$ cat config.mk
export PLATFORM = sky130hd
export DESIGN_NAME = uart_rx32
export DESIGN_NICKNAME = d
export VERILOG_FILES = /design/src/rtl/uart_rx32.sv
export SDC_FILE = /design/constraint.sdc
export NUM_CORES = 1
export LEC_CHECK = 0
export CAP_MARGIN = 30
export CORE_MARGIN = 4
export CORE_UTILIZATION = 61
export DETAILED_ROUTE_END_ITERATION = 8
export PLACE_DENSITY = 0.84
export SYNTH_ARGS = -nofsm -noshare
export SYNTH_HDL_FRONTEND = slang
export SYNTH_SLANG_ARGS = --single-unit
export TNS_END_PERCENT = 5
$ cat constraint.sdc
create_clock -name clk -period 5.7 [get_ports clk]
set_input_delay 0.855 -clock clk [delete_from_list [all_inputs] [get_ports clk]]
set_output_delay 0.855 -clock clk [all_outputs]
set_load 0.1 [all_outputs]
$ cat src/rtl/uart_rx32.sv
// 8N1 UART receiver assembling four consecutive bytes into one 32-bit word.
// First byte lands in data[7:0]; an inter-byte timeout drops a partial word.
module uart_rx32 #(
  parameter int CLK_FREQ     = 50_000_000,
  parameter int BAUD         = 115200,
  parameter int TIMEOUT_BITS = 20
) (
  input  logic        clk,
  input  logic        rst,
  input  logic        rx,
  output logic [31:0] data,
  output logic        valid,
  output logic        frame_err,
  output logic        busy
);

  localparam int CLKS_PER_BIT = CLK_FREQ / BAUD;
  localparam int TO_CYCLES    = TIMEOUT_BITS * CLKS_PER_BIT;
  localparam int CW           = $clog2(CLKS_PER_BIT + 1);
  localparam int TW           = $clog2(TO_CYCLES + 1);

  localparam logic [CW-1:0] HALF_M1 = CW'(CLKS_PER_BIT / 2 - 1);
  localparam logic [CW-1:0] FULL_M1 = CW'(CLKS_PER_BIT - 1);
  localparam logic [TW-1:0] TO_M1   = TW'(TO_CYCLES - 1);

  typedef enum logic [2:0] {IDLE, START, DATA, STOP, BREAK} state_t;

  state_t        state;
  logic          rx_m, rx_s;
  logic [CW-1:0] cnt;
  logic [2:0]    bit_idx;
  logic [7:0]    shreg;
  logic [23:0]   word;
  logic [1:0]    byte_cnt;
  logic [TW-1:0] idle_cnt;

  always_ff @(posedge clk) begin
    if (rst) begin
      // NOTE: synchroniser resets to the idle-high level so reset release never looks like a start bit.
      rx_m      <= 1'b1;
      rx_s      <= 1'b1;
      state     <= IDLE;
      cnt       <= '0;
      bit_idx   <= '0;
      shreg     <= '0;
      word      <= '0;
      byte_cnt  <= '0;
      idle_cnt  <= '0;
      data      <= '0;
      valid     <= 1'b0;
      frame_err <= 1'b0;
    end else begin
      // NOTE: non-blocking everywhere so every branch below sees last cycle's state.
      rx_m      <= rx;
      rx_s      <= rx_m;
      valid     <= 1'b0;
      frame_err <= 1'b0;

      case (state)
        IDLE: begin
          if (!rx_s) begin
            // A start edge beats a simultaneous timeout.
            cnt      <= HALF_M1;
            idle_cnt <= '0;
            state    <= START;
          end else if (byte_cnt != 2'd0) begin
            if (idle_cnt == TO_M1) begin
              frame_err <= 1'b1;
              byte_cnt  <= '0;
              idle_cnt  <= '0;
            end else begin
              idle_cnt <= idle_cnt + 1'b1;
            end
          end else begin
            idle_cnt <= '0;
          end
        end

        START: begin
          if (cnt != '0) begin
            cnt <= cnt - 1'b1;
          end else if (!rx_s) begin
            cnt     <= FULL_M1;
            bit_idx <= '0;
            state   <= DATA;
          end else begin
            state <= IDLE;
          end
        end

        DATA: begin
          if (cnt != '0) begin
            cnt <= cnt - 1'b1;
          end else begin
            shreg   <= {rx_s, shreg[7:1]};
            cnt     <= FULL_M1;
            bit_idx <= bit_idx + 3'd1;
            if (bit_idx == 3'd7) state <= STOP;
          end
        end

        STOP: begin
          if (cnt != '0) begin
            cnt <= cnt - 1'b1;
          end else if (rx_s) begin
            case (byte_cnt)
              2'd0:    word[7:0]   <= shreg;
              2'd1:    word[15:8]  <= shreg;
              2'd2:    word[23:16] <= shreg;
              default: begin
                data  <= {shreg, word};
                valid <= 1'b1;
              end
            endcase
            byte_cnt <= byte_cnt + 2'd1;
            state    <= IDLE;
          end else begin
            frame_err <= 1'b1;
            byte_cnt  <= '0;
            state     <= BREAK;
          end
        end

        BREAK: begin
          if (rx_s) state <= IDLE;
        end

        default: state <= IDLE;
      endcase
    end
  end

  assign busy = (state != IDLE) || (byte_cnt != 2'd0);

endmodule

* Word level (Yosys, flattened, before mapping)
Cells that the tools add are included.
** Operators by class
- Equality and inequality tests :: 20
- Multiplexer cells :: 35
- Multipliers :: 0
- Add/subtract/negate cells :: 4
- Divide/modulo/power cells :: 0
- Reduce and logical (&&, ||, !) cells :: 20
- Shifts and indexed selects :: 0
- Bitwise operators :: 4
- Magnitude comparators :: 0
** Operators with widths (count)
- $mux W9 :: 5
- $mux W14 :: 3
- $pmux W9 S4 :: 1
- $mux W3 :: 10
- $reduce_and A4 Y1 :: 6
- $ne A2 B2 Y1 const B :: 11
- $pmux W3 S5 :: 1
- $add A14 B1 Y14 const B :: 1
- $eq A14 B14 Y1 const B :: 1
- $mux W2 :: 6
- $reduce_bool A9 Y1 :: 1
- $sub A9 B1 Y9 const B :: 1
- $eq A3 B2 Y1 const B :: 2
- $eq A3 B3 Y1 const B :: 2
- $mux W1 :: 6
- $pmux W3 S2 :: 1
- $reduce_and A6 Y1 :: 1
- $reduce_bool A2 Y1 :: 3
- $reduce_and A5 Y1 :: 1
- $not A1 Y1 :: 4
- $pmux W2 S2 :: 1
- $reduce_bool A4 Y1 :: 1
- $reduce_or A4 Y1 :: 1
- $add A3 B1 Y3 const B :: 1
- other kinds (12) :: 12
** Word-level totals
- Memories kept :: 0
- Input bits :: 3
- Output and inout bits :: 35
- Word-level logic and storage cells :: 97
- RAM bits :: 0
- Bits in read-only memories :: 0
- Flip-flop bits (word level) :: 99
- Latch bits :: 0

* Depth between registers and ports, before layout
Gate-level depths: netlist (run 1).
- Depth in word-level cells :: 5
- Gate-level depth with buffers :: 10
- Mapped depth without buffers :: 7

* Worst setup path after synthesis (run 1)
Ideal clock, no wire load.
- Kind :: register to output
- From :: reg byte_cnt[0]
- To :: out busy
- Setup slack :: 3.358 ns
- Arrival time :: 1.487 ns
- Required time :: 4.845 ns
- Path buffers :: 1
- Cell stages (with the launch flop) :: 5
- Cells stage by stage :: dfxtp_1 > inv_1 > ha_1 > clkbuf_1 > nand2_1
** Between the ends
- Longest elaborated chain between the ends :: 2
** RTL lines
- start, declared :: line 34 : logic [1:0] byte_cnt;
- start signal, assigned :: line 115 : byte_cnt <= byte_cnt + 2'd1;
- $reduce_bool A2 Y1 :: line 133 : assign busy = (state != IDLE) || (byte_cnt != 2'd0);
- $logic_or A1 B1 Y1 :: line 133
- end, declared :: line 14 : output logic busy
No other way between the ends.

* Worst setup path in the final report (run 1)
Same ends and word-level chain as after synthesis.

==> results of run 1 <==
## cell usage in the layout, fill, tap and decap left out, drive strengths merged, types with 4 or more instances in the layout
| cell type | instances |
|---|---|
| ha | 9 |
| o21ai | 18 |
| clkdlybuf4s50 | 36 |
| dfxtp | 99 |
| nor2 | 23 |
| or2 | 5 |
| o31ai | 5 |
| clkbuf | 11 |
| a21oi | 82 |
| mux2i | 4 |
| nor3 | 13 |
| buf | 5 |
| a31oi | 5 |
| inv | 8 |
| nand2b | 6 |
| nand2 | 129 |
| or3 | 6 |
| nand3 | 35 |
| nor4 | 7 |
## through the flow
stage          cell area, µm²  std cells  hold WS [ns]  setup WS [ns]  total power, mW
4_1_cts                  4836        653        0.4244          2.391            1.219
2_1_floorplan            4247        534        0.3895          3.358           0.8062
3_5_place_dp             4667        637        0.4006          2.788           0.8264
6_report                 4836        653        0.4202          2.395            1.213
5_1_grt                  4836        653        0.4461          2.324            1.260
3_3_place_gp             4612        635        0.3956          2.834           0.8241
## critical path, stage by stage (launching register included)
cell             delay (ns)
dfxtp_1                0.40
inv_1                  0.10
ha_1                   0.35
nand2_1                0.11
clkdlybuf4s50_1        1.13
## synth_stat cells, types with 2 or more instances
library cell  count
inv_1             6
o32ai_1           2
nand4_1           3
a21o_1            2
nand4b_1          3
o31ai_1           5
or4_1             3
nand2b_1          6
nand2_1         129
a2111oi_0         2
nand3_1          35
a21oi_1          82
xor2_1            2
or2_2             5
dfxtp_1          99
ha_1              9
nor2_1           23
mux2i_1           4
buf_2            11
a22oi_1           3
nor3_2            3
nor3b_1           3
clkbuf_1         22
a21boi_0          2
and2_1            3
o21ai_0          16
a211oi_1          3
a31oi_1           5
nor3_1           10
nor4_1            6
or3_1             5
## final cells by class
cell class,count,share of cell area
timing repair buffer,41,0.09004
clock buffer,11,0.02717
multi-input combinational,394,0.4349
clock inverter,5,0.007762
tap,96,0.02484
sequential,99,0.4098
inverter,7,0.005433
## worst min-delay path by stage
stage	cells after the start	slack (ns)	from	endpoint
6_report	1	0.42	rx_m$_SDFF_PP1_	rx_s$_SDFF_PP1_
5_1_grt	1	0.45	rx_m$_SDFF_PP1_	rx_s$_SDFF_PP1_
4_1_cts	1	0.42	rx_m$_SDFF_PP1_	rx_s$_SDFF_PP1_
3_5_place_dp	1	0.40	rx_m$_SDFF_PP1_	rx_s$_SDFF_PP1_
3_3_place_gp	1	0.40	rx_m$_SDFF_PP1_	rx_s$_SDFF_PP1_
2_1_floorplan	1	0.39	rx_m$_SDFF_PP1_	rx_s$_SDFF_PP1_
## report_power, final
part / switching, mW / leakage, nW / internal [mW]
Clock: 0.239 / 0.0799 / 0.161
Combinational: 0.0704 / 0.694 / 0.0356
Sequential: 0.00955 / 0.799 / 0.698
Total: 0.319 / 1.57 / 0.894
## registers in the layout (all words and copies together), names as in the netlist
register,flops
shreg,8
bit_idx,3
rx_s,1
idle_cnt,14
valid,1
cnt,9
state,3
word,24
frame_err,1
data,32
rx_m,1
byte_cnt,2
## logic make-up (layout without fill, tap and decap cells)
logic type | count (synthesis) | in the layout | synth area share
AO/OA/AOI/OAI | 132 | 132 | 0.1771
XOR/XNOR | 3 | 3 | 0.006189
adder cells (fa/ha/maj) | 9 | 9 | 0.02652
buffers and inverters | 41 | 64 | 0.03948
flip-flops | 99 | 99 | 0.4667
multiplexers | 5 | 5 | 0.01208
AND/OR/NAND/NOR | 245 | 245 | 0.2720
## per-layer routing
layer	vias up	wire (µm)	global-route usage
met5	-	0	0
met4	0	104	0.07035
met3	12	408	0.05385
met2	84	4479	0.3828
met1	1752	4199	0.2917
li1	1884	-	-
==> impl_metrics.csv, run 1 <==
group,metric,value,unit
route,drt-initial-drc-count,277,
pwr,vdd.ir_drop.worst,0.1570,mV
synth,yosys-top-cells-area,"dfxtp_1 (47%), nand2_1 (11%), a21oi_1 (9.7%)",
sta,period_minus_slack,3.305,ns
sta,timing.slew.headroom,0.3331,
run,cap_viol_max_count,0,
synth,synth_edf_count,0,
layout,finalNetCount,564,
floorplan,dieArea,0.008360,mm²
layout,layout-drive-gt1-share,0.06284,
layout,num_antenna_cells,0,
global_route,gr-total-overflow,0,
critical_path,cp_endpoint_kind,"primary output",
sta,timing_worst_slew_pin_value,0.9972,ns
status,run_status,"finished clean",
synth,yosys.area.top_type,"dfxtp_1",
synth,yosysSeqAreaShare,0.4667,
clocking,htree_num_levels,3,
clocking,post_cts_resize_count,0,
synth,synth_area,0.004247,mm²
critical_path,worst-endpoint-required,4.85,ns
floorplan,rows,30,
synth,synthesis.yosys.warnings,0,
global_route,first_pass_grt_wire_length,15.93,mm
route,avgViaCountPerCell,5.715,
synth,ys_dominant_reg_cell,"dfxtp_1",
layout,growth_of_design_area_from_synthesis_to_finish,13.88,%
place,place.gp.congestion,0.8842,
critical_path,timing.critical_path.arrival,2.45,ns
route,drt-wirelength-per-cell,14.08,µm
route,wl,9.192,mm
floorplan,initial_utilization,0.6250,
floorplan,floorplan.core_area,0.006794,mm²
synth,area_share_of_the_largest_cell_type_after_synthesis,0.4667,
global_route,grt_antenna_before_repair,0,
layout,ff_latch_area,0.001982,mm²
layout,fillerInstances,569,
clocking,postCtsHoldBufs,0,
critical_path,r2r_end,"data[25]$_SDFFE_PP0P_",
sta,timing.fmax,0.3026,GHz
sta,setup-violations-final,0,
place,dp_hpwl,6.226,mm
synth,synth_cell_types,53,
clocking,tritoncts_clock_tree,"yes",
global_route,first_global_vias,3488,
sta,finalSetupTns,0,ns
clocking,clk_transition_reported_paths,0.09,ns
critical_path,timing.reg2reg.setup_slack,3.10,ns
floorplan,die_y,91.44,µm
clocking,cts_sinks,99,
synth,synth_cells,534,
sta,final.period_utilization,0.5797,
critical_path,critical_path.endpoint,"busy",
clocking,cts_inserted_buffers,9,
synth,synth.net_count,546,
global_route,grt_max_degree,77,
synth,synth-seq-cells,99,
pwr,power_per_cell_area,250.9,mW/mm²
sta,final_max_slew_viol_count,0,
pwr,leakage,1.572,nW
route,detailroute.via_count,3732,
synth,synthArstFlopShare,0,
sta,timing.final.hold_violations,0,
route,route.detailed.drc,0,
clocking,clock_insertion_delay_worst_skew,0.36,ns
global_route,globalRouteTotalUtil,0.2289,
critical_path,timing.rr.start,"cnt[0]$_SDFFE_PP0P_",
clocking,cts-root-buf,"clkbuf_8",
critical_path,timing.setup.critical_path_class,"flip-flop to primary output",
clocking,cts-root-to-sink-buffers,2,
layout,multi_input_comb_area,0.002103,mm²
sta,finalClockSkew,0.01211,ns
critical_path,crit_path_launch,"byte_cnt[0]$_SDFFE_PP0P_",
floorplan,io_pins,38,
critical_path,r2r.worst_path.cells,9,
route,drtAntennaViolNets,0,
layout,finalCoreUtilization,0.7118,
critical_path,critPathMaxFanout,11,
clocking,post-cts-setup-buffers,0,
critical_path,element_type_at_the_critical_path_start,"flip-flop",
place,port_buffers,37,
floorplan,fp.dieW,91.44,µm
route,detailedRoute.firstPassIterationCount,4,
hold_path,class_of_the_worst_hold_path,"flip-flop to flip-flop",
sta,grt_setup_unrepaired,"false",
synth,synth.avg_cell_area,7.952,µm²
Note: power is estimated with default switching activity, not from simulation.
==> run 2, diff against run 1 <==
Settings changed: CORE_UTILIZATION 61 to 51, PLACE_DENSITY 0.84 to 0.75.
Clock period 5.7 ns to 2.8 ns, I/O delays scaled along.
==> impl_metrics.csv, run 2 (same netlist as run 1, synthesis figures left out) <==
group,metric,value,unit
layout,largest_register_ff_count,32,
pwr,vdd.ir_drop.worst,0.3075,mV
sta,finalClockSkew,0.01320,ns
clocking,clock_insertion_delay_worst_skew,0.37,ns
layout,most-common-layout-cells,"nand2_1 (129), dfxtp_1 (99), a21oi_1 (82), buf_4 (44), nand3_1 (35)",
sta,timing.slew.headroom,0.5238,
sta,timing.final.ws_setup,0.5082,ns
run,cap_viol_max_count,0,
global_route,first_pass_grt_wire_length,15.73,mm
floorplan,fp.dieW,99.25,µm
global_route,grt_max_degree,40,
global_route,gr-total-overflow,0,
floorplan,io_pins,38,
sta,timing_worst_slew_pin_value,0.7143,ns
global_route,first_global_vias,3484,
route,detailedRoute.firstPassIterationCount,4,
hold_path,worst_hold_path_cells,1,
clocking,post_cts_resize_count,0,
clocking,cts-root-to-sink-buffers,2,
sta,period_minus_slack,2.292,ns
route,drt-initial-drc-count,150,
critical_path,worst-endpoint-required,3.09,ns
critical_path,r2r.worst_path.cells,7,
sta,final.period_utilization,0.8185,
clocking,cts_inserted_buffers,9,
critical_path,cp_endpoint_kind,"flip-flop",
route,route.detailed.drc,0,
route,drtAntennaViolNets,0,
critical_path,critPathMaxFanout,7,
layout,growth_of_design_area_from_synthesis_to_finish,13.38,%
floorplan,initial_utilization,0.5194,
place,place.gp.congestion,0.9015,
global_route,globalRouteTotalUtil,0.1901,
place,preCtsSetupSlack,0.5305,ns
route,avgViaCountPerCell,5.558,
layout,final_common_cell,"nand2_1",
layout,layout-drive-gt1-share,0.1370,
clocking,postCtsHoldBufs,0,
critical_path,timing.setup.critical_path_class,"flip-flop to flip-flop",
layout,registers.top_by_ff_count,"data",
sta,timing.final.hold_violations,0,
status,run_status,"finished clean",
clocking,tritoncts_clock_tree,"yes",
sta,timing.fmax,0.4363,GHz
place,dp_hpwl,6.273,mm
hold_path,class_of_the_worst_hold_path,"flip-flop to flip-flop",
global_route,grt_antenna_before_repair,0,
route,detailroute.via_count,3707,
sta,grt_setup_unrepaired,"false",
sta,finalSetupTns,0,ns
layout,finalNetCount,569,
pwr,leakage,1.684,nW
layout,num_antenna_cells,0,
clocking,post-cts-setup-buffers,0,
floorplan,dieArea,0.009851,mm²
sta,setup-violations-final,0,
floorplan,floorplan.core_area,0.008175,mm²
critical_path,timing.critical_path.arrival,2.58,ns
critical_path,element_type_at_the_critical_path_start,"flip-flop",
layout,layout_top_registers,"data: 32 flops, word: 24 flops, idle_cnt: 14 flops",
clocking,cts_sinks,99,
floorplan,rows,33,
clocking,htree_num_levels,3,
route,drt-wirelength-per-cell,13.63,µm
clocking,cts-root-buf,"clkbuf_8",
pwr,power_per_cell_area,550.1,mW/mm²
route,wl,9.089,mm
sta,final_max_slew_viol_count,0,
place,port_buffers,37,
floorplan,die_y,99.25,µm
clocking,clk_transition_reported_paths,0.10,ns
## run 2: cell types whose count changed in the layout (fill, tap and decap cells not counted)
cell | before | now
buf_4 | 2 | 44
clkbuf_1 | 2 | 0
clkdlybuf4s50_1 | 36 | 1
clkinv_2 | 1 | 0
inv_8 | 0 | 2
buf_16 | 2 | 0
clkinvlp_4 | 2 | 0
clkinv_8 | 0 | 2
bufinv_16 | 0 | 1
## run 2: metal layers
metal	track usage	vias up	wire length, µm
li1	-	1901	-
met1	0.2553	1715	4305
met2	0.3022	85	4274
met3	0.04558	6	423
met4	0.06197	0	85
met5	0	-	0
## run 2: metrics by stage
stage	total power [mW]	util	instances	area [µm²]	hold WS, ns
after floorplan	1.641	-	534	4247	0.3895
after global placement	1.687	0.5612	651	4588	0.3980
after detailed placement	1.690	0.5612	651	4588	0.4001
after CTS	2.678	0.5889	667	4815	0.4267
after global routing	2.769	0.5889	667	4815	0.4623
final	2.649	0.5889	667	4815	0.4244
## run 2: power breakdown
part	internal (mW)	switching, mW	leakage (nW)	total, mW
registers	1.42	0.0189	0.799	1.44
clock network	0.445	0.542	0.113	0.987
logic	0.0771	0.144	0.772	0.221
## run 2: cell type report
class	count	area [µm²]
inverter	7	26.28
multi-input combinational	394	2103
clock buffer	9	123.9
fill	772	3361
timing repair buffer	46	345.3
tap	105	131.4
sequential	99	1982
clock inverter	7	102.6
## run 2: worst paths after layout
| kind | endpoint | slack [ns] | start |
|---|---|---|---|
| max reg2reg | cnt[6]$_SDFFE_PP0P_ | 0.51 | cnt[0]$_SDFFE_PP0P_ |
| min | rx_s$_SDFF_PP1_ | 0.42 | rx_m$_SDFF_PP1_ |
| max | cnt[6]$_SDFFE_PP0P_ | 0.51 | cnt[0]$_SDFFE_PP0P_ |
| min reg2reg | rx_s$_SDFF_PP1_ | 0.42 | rx_m$_SDFF_PP1_ |
## run 2: worst max-delay path, cell delays in order (launching register included)
cell and delay (ns):
dfxtp_1 0.33, inv_1 0.09, ha_1 0.20, nor3b_1 0.36
nand3_1 0.29, o21ai_0 0.56, o21ai_0 0.21, a21oi_1 0.17
==> run 3, diff against run 2 <==
Clock period 2.8 ns to 2.1 ns, I/O delays scaled along.
==> impl_metrics.csv, run 3 (same netlist as run 1, synthesis figures left out) <==
group,metric,value,unit
status,run_status,"finished clean",
route,drt-initial-drc-count,186,
critical_path,sequence_of_cells_on_the_critical_path,"inv_1 -> ha_2 -> or3b_4 -> nor3_2 -> nand2_1 -> o21ai_2 -> mux2_1",
layout,layout_top_registers,"data: 32 flops, word: 24 flops, idle_cnt: 14 flops",
layout,num_antenna_cells,0,
clocking,clk_transition_reported_paths,0.10,ns
sta,holdWs,0.3693,ns
critical_path,timing.setup.critical_path_class,"flip-flop to flip-flop",
route,avgViaCountPerCell,5.544,
sta,finalSetupTns,0,ns
sta,timing_worst_slew_pin_value,0.4543,ns
critical_path,critPathMaxFanout,5,
place,placed_area,0.004736,mm²
clocking,cts_sinks,99,
sta,final_max_slew_viol_count,0,
sta,finalClockSkew,0.01409,ns
clocking,clock_insertion_delay_worst_skew,0.37,ns
layout,stdcell_area,0.004984,mm²
layout,registers.top_by_ff_count,"data",
critical_path,worst-endpoint-required,2.35,ns
floorplan,initial_utilization,0.5194,
layout,ff_latch_area,0.001982,mm²
sta,grt_setup_unrepaired,"true",
place,place.gp.congestion,0.9318,
layout,final_common_cell,"nand2_1",
route,drt-wirelength-per-cell,13.87,µm
critical_path,critical-path-slowest-cell,"or3b_4",
pwr,power_per_cell_area,691.4,mW/mm²
sta,timing.final.hold_violations,0,
route,drtAntennaViolNets,0,
critical_path,timing.critical_path.slowest_cell_delay,0.42,ns
critical_path,cp_endpoint_kind,"flip-flop",
place,dp_hpwl,6.690,mm
sta,period_minus_slack,2.021,ns
route,detailedRoute.firstPassIterationCount,4,
run,cap_viol_max_count,0,
layout,most-common-layout-cells,"nand2_1 (126), dfxtp_1 (99), a21oi_1 (81), buf_4 (62), nand3_1 (35)",
floorplan,rows,33,
clocking,cts_inserted_buffers,9,
place,port_buffers,37,
floorplan,io_pins,38,
layout,finalNetCount,590,
global_route,gr-total-overflow,0,
global_route,first_global_vias,3464,
clocking,tritoncts_clock_tree,"yes",
clocking,postCtsHoldBufs,0,
layout,growth_of_design_area_from_synthesis_to_finish,17.35,%
sta,final.period_utilization,0.9624,
clocking,cts-root-buf,"clkbuf_8",
layout,largest_register_ff_count,32,
hold_path,class_of_the_worst_hold_path,"input port to flip-flop",
floorplan,dieArea,0.009851,mm²
route,route.detailed.drc,0,
pwr,leakage,1.782,nW
pwr,report.power.total,3.446,mW
global_route,grt_antenna_before_repair,0,
floorplan,floorplan.core_area,0.008175,mm²
clocking,htree_num_levels,3,
pwr,vdd.ir_drop.worst,0.4951,mV
clocking,cts-root-to-sink-buffers,2,
sta,timing.fmax,0.4948,GHz
layout,layout-drive-gt1-share,0.1835,
critical_path,element_type_at_the_critical_path_start,"flip-flop",
sta,setup-violations-final,0,
sta,timing.slew.headroom,0.6971,
layout,fillerInstances,730,
route,wl,9.543,mm
global_route,grt_max_degree,39,
route,detailroute.via_count,3814,
global_route,first_pass_grt_wire_length,15.85,mm
floorplan,die_y,99.25,µm
layout,multi_input_comb_area,0.002136,mm²
floorplan,fp.dieW,99.25,µm
critical_path,timing.critical_path.arrival,2.27,ns
global_route,globalRouteTotalUtil,0.1955,
-- run 3: changes by cell type in the layout (fill, tap and decap cells not counted), sizes merged --
cell,before,now
clkbuf,9,10
buf,45,66
bufinv,1,0
-- run 3: timing repair --
item,in CTS,in global routing
setup endpoints to repair,40,77
gates resized for setup,4,11
pin swaps,0,1
buffers inserted,2,0
gates cloned,0,1
-- run 3: worst paths after layout --
kind / startpoint / end / slack, ns / cells after the start
hold reg to reg: rx_m$_SDFF_PP1_ / rx_s$_SDFF_PP1_ / 0.43 / 1
setup / recovery: cnt[1]$_SDFFE_PP0P_ / byte_cnt[0]$_SDFFE_PP0P_ / 0.08 / 7
setup reg to reg: cnt[1]$_SDFFE_PP0P_ / byte_cnt[0]$_SDFFE_PP0P_ / 0.08 / 7
hold / removal: rst / cnt[0]$_SDFFE_PP0P_ / 0.37 / 2
-- run 3: through the flow --
step,util,setup slack [ns],instances
final,0.6096,0.07899,688
after CTS,0.6051,0.0001243,687
after global placement,0.5793,0.03351,669
after detailed placement,0.5793,-0.06180,669
after global routing,0.6096,-0.02256,688
after floorplan,-,0.08228,534
-- run 3: area by class of cell --
cell class,instances,share of cell area
clock buffers,10,0.02561
clock inverters,6,0.01155
inverters,7,0.005272
multi-input cells,394,0.4286
flip-flops and latches,99,0.3977
well taps,105,0.02636
repair buffers,67,0.1049
-- run 3: critical path, delay by kind of cell, from the launching register on --
kind | cells | cell delay (ns)
adder cells (fa/ha/maj) | 1 | 0.20
flip-flops | 1 | 0.32
AO/OA/AOI/OAI | 1 | 0.11
multiplexers | 1 | 0.35
buffers and inverters | 1 | 0.09
AND/OR/NAND/NOR | 3 | 0.83
-- run 3: power by group --
group	switching [mW]	total [mW]	leakage (nW)	internal, mW
Sequential	0.0219	1.92	0.799	1.90
Clock	0.713	1.17	0.0949	0.459
Combinational	0.209	0.356	0.888	0.147
Total	0.944	3.45	1.78	2.50
-- run 3: per-layer routing --
layer  track usage  vias up  wire length, µm
met5             0        -                0
met4       0.07668        0              138
li1              -     1938                -
met1        0.2713     1779             4661
met2        0.3037       85             4291
met3       0.03436       12              453
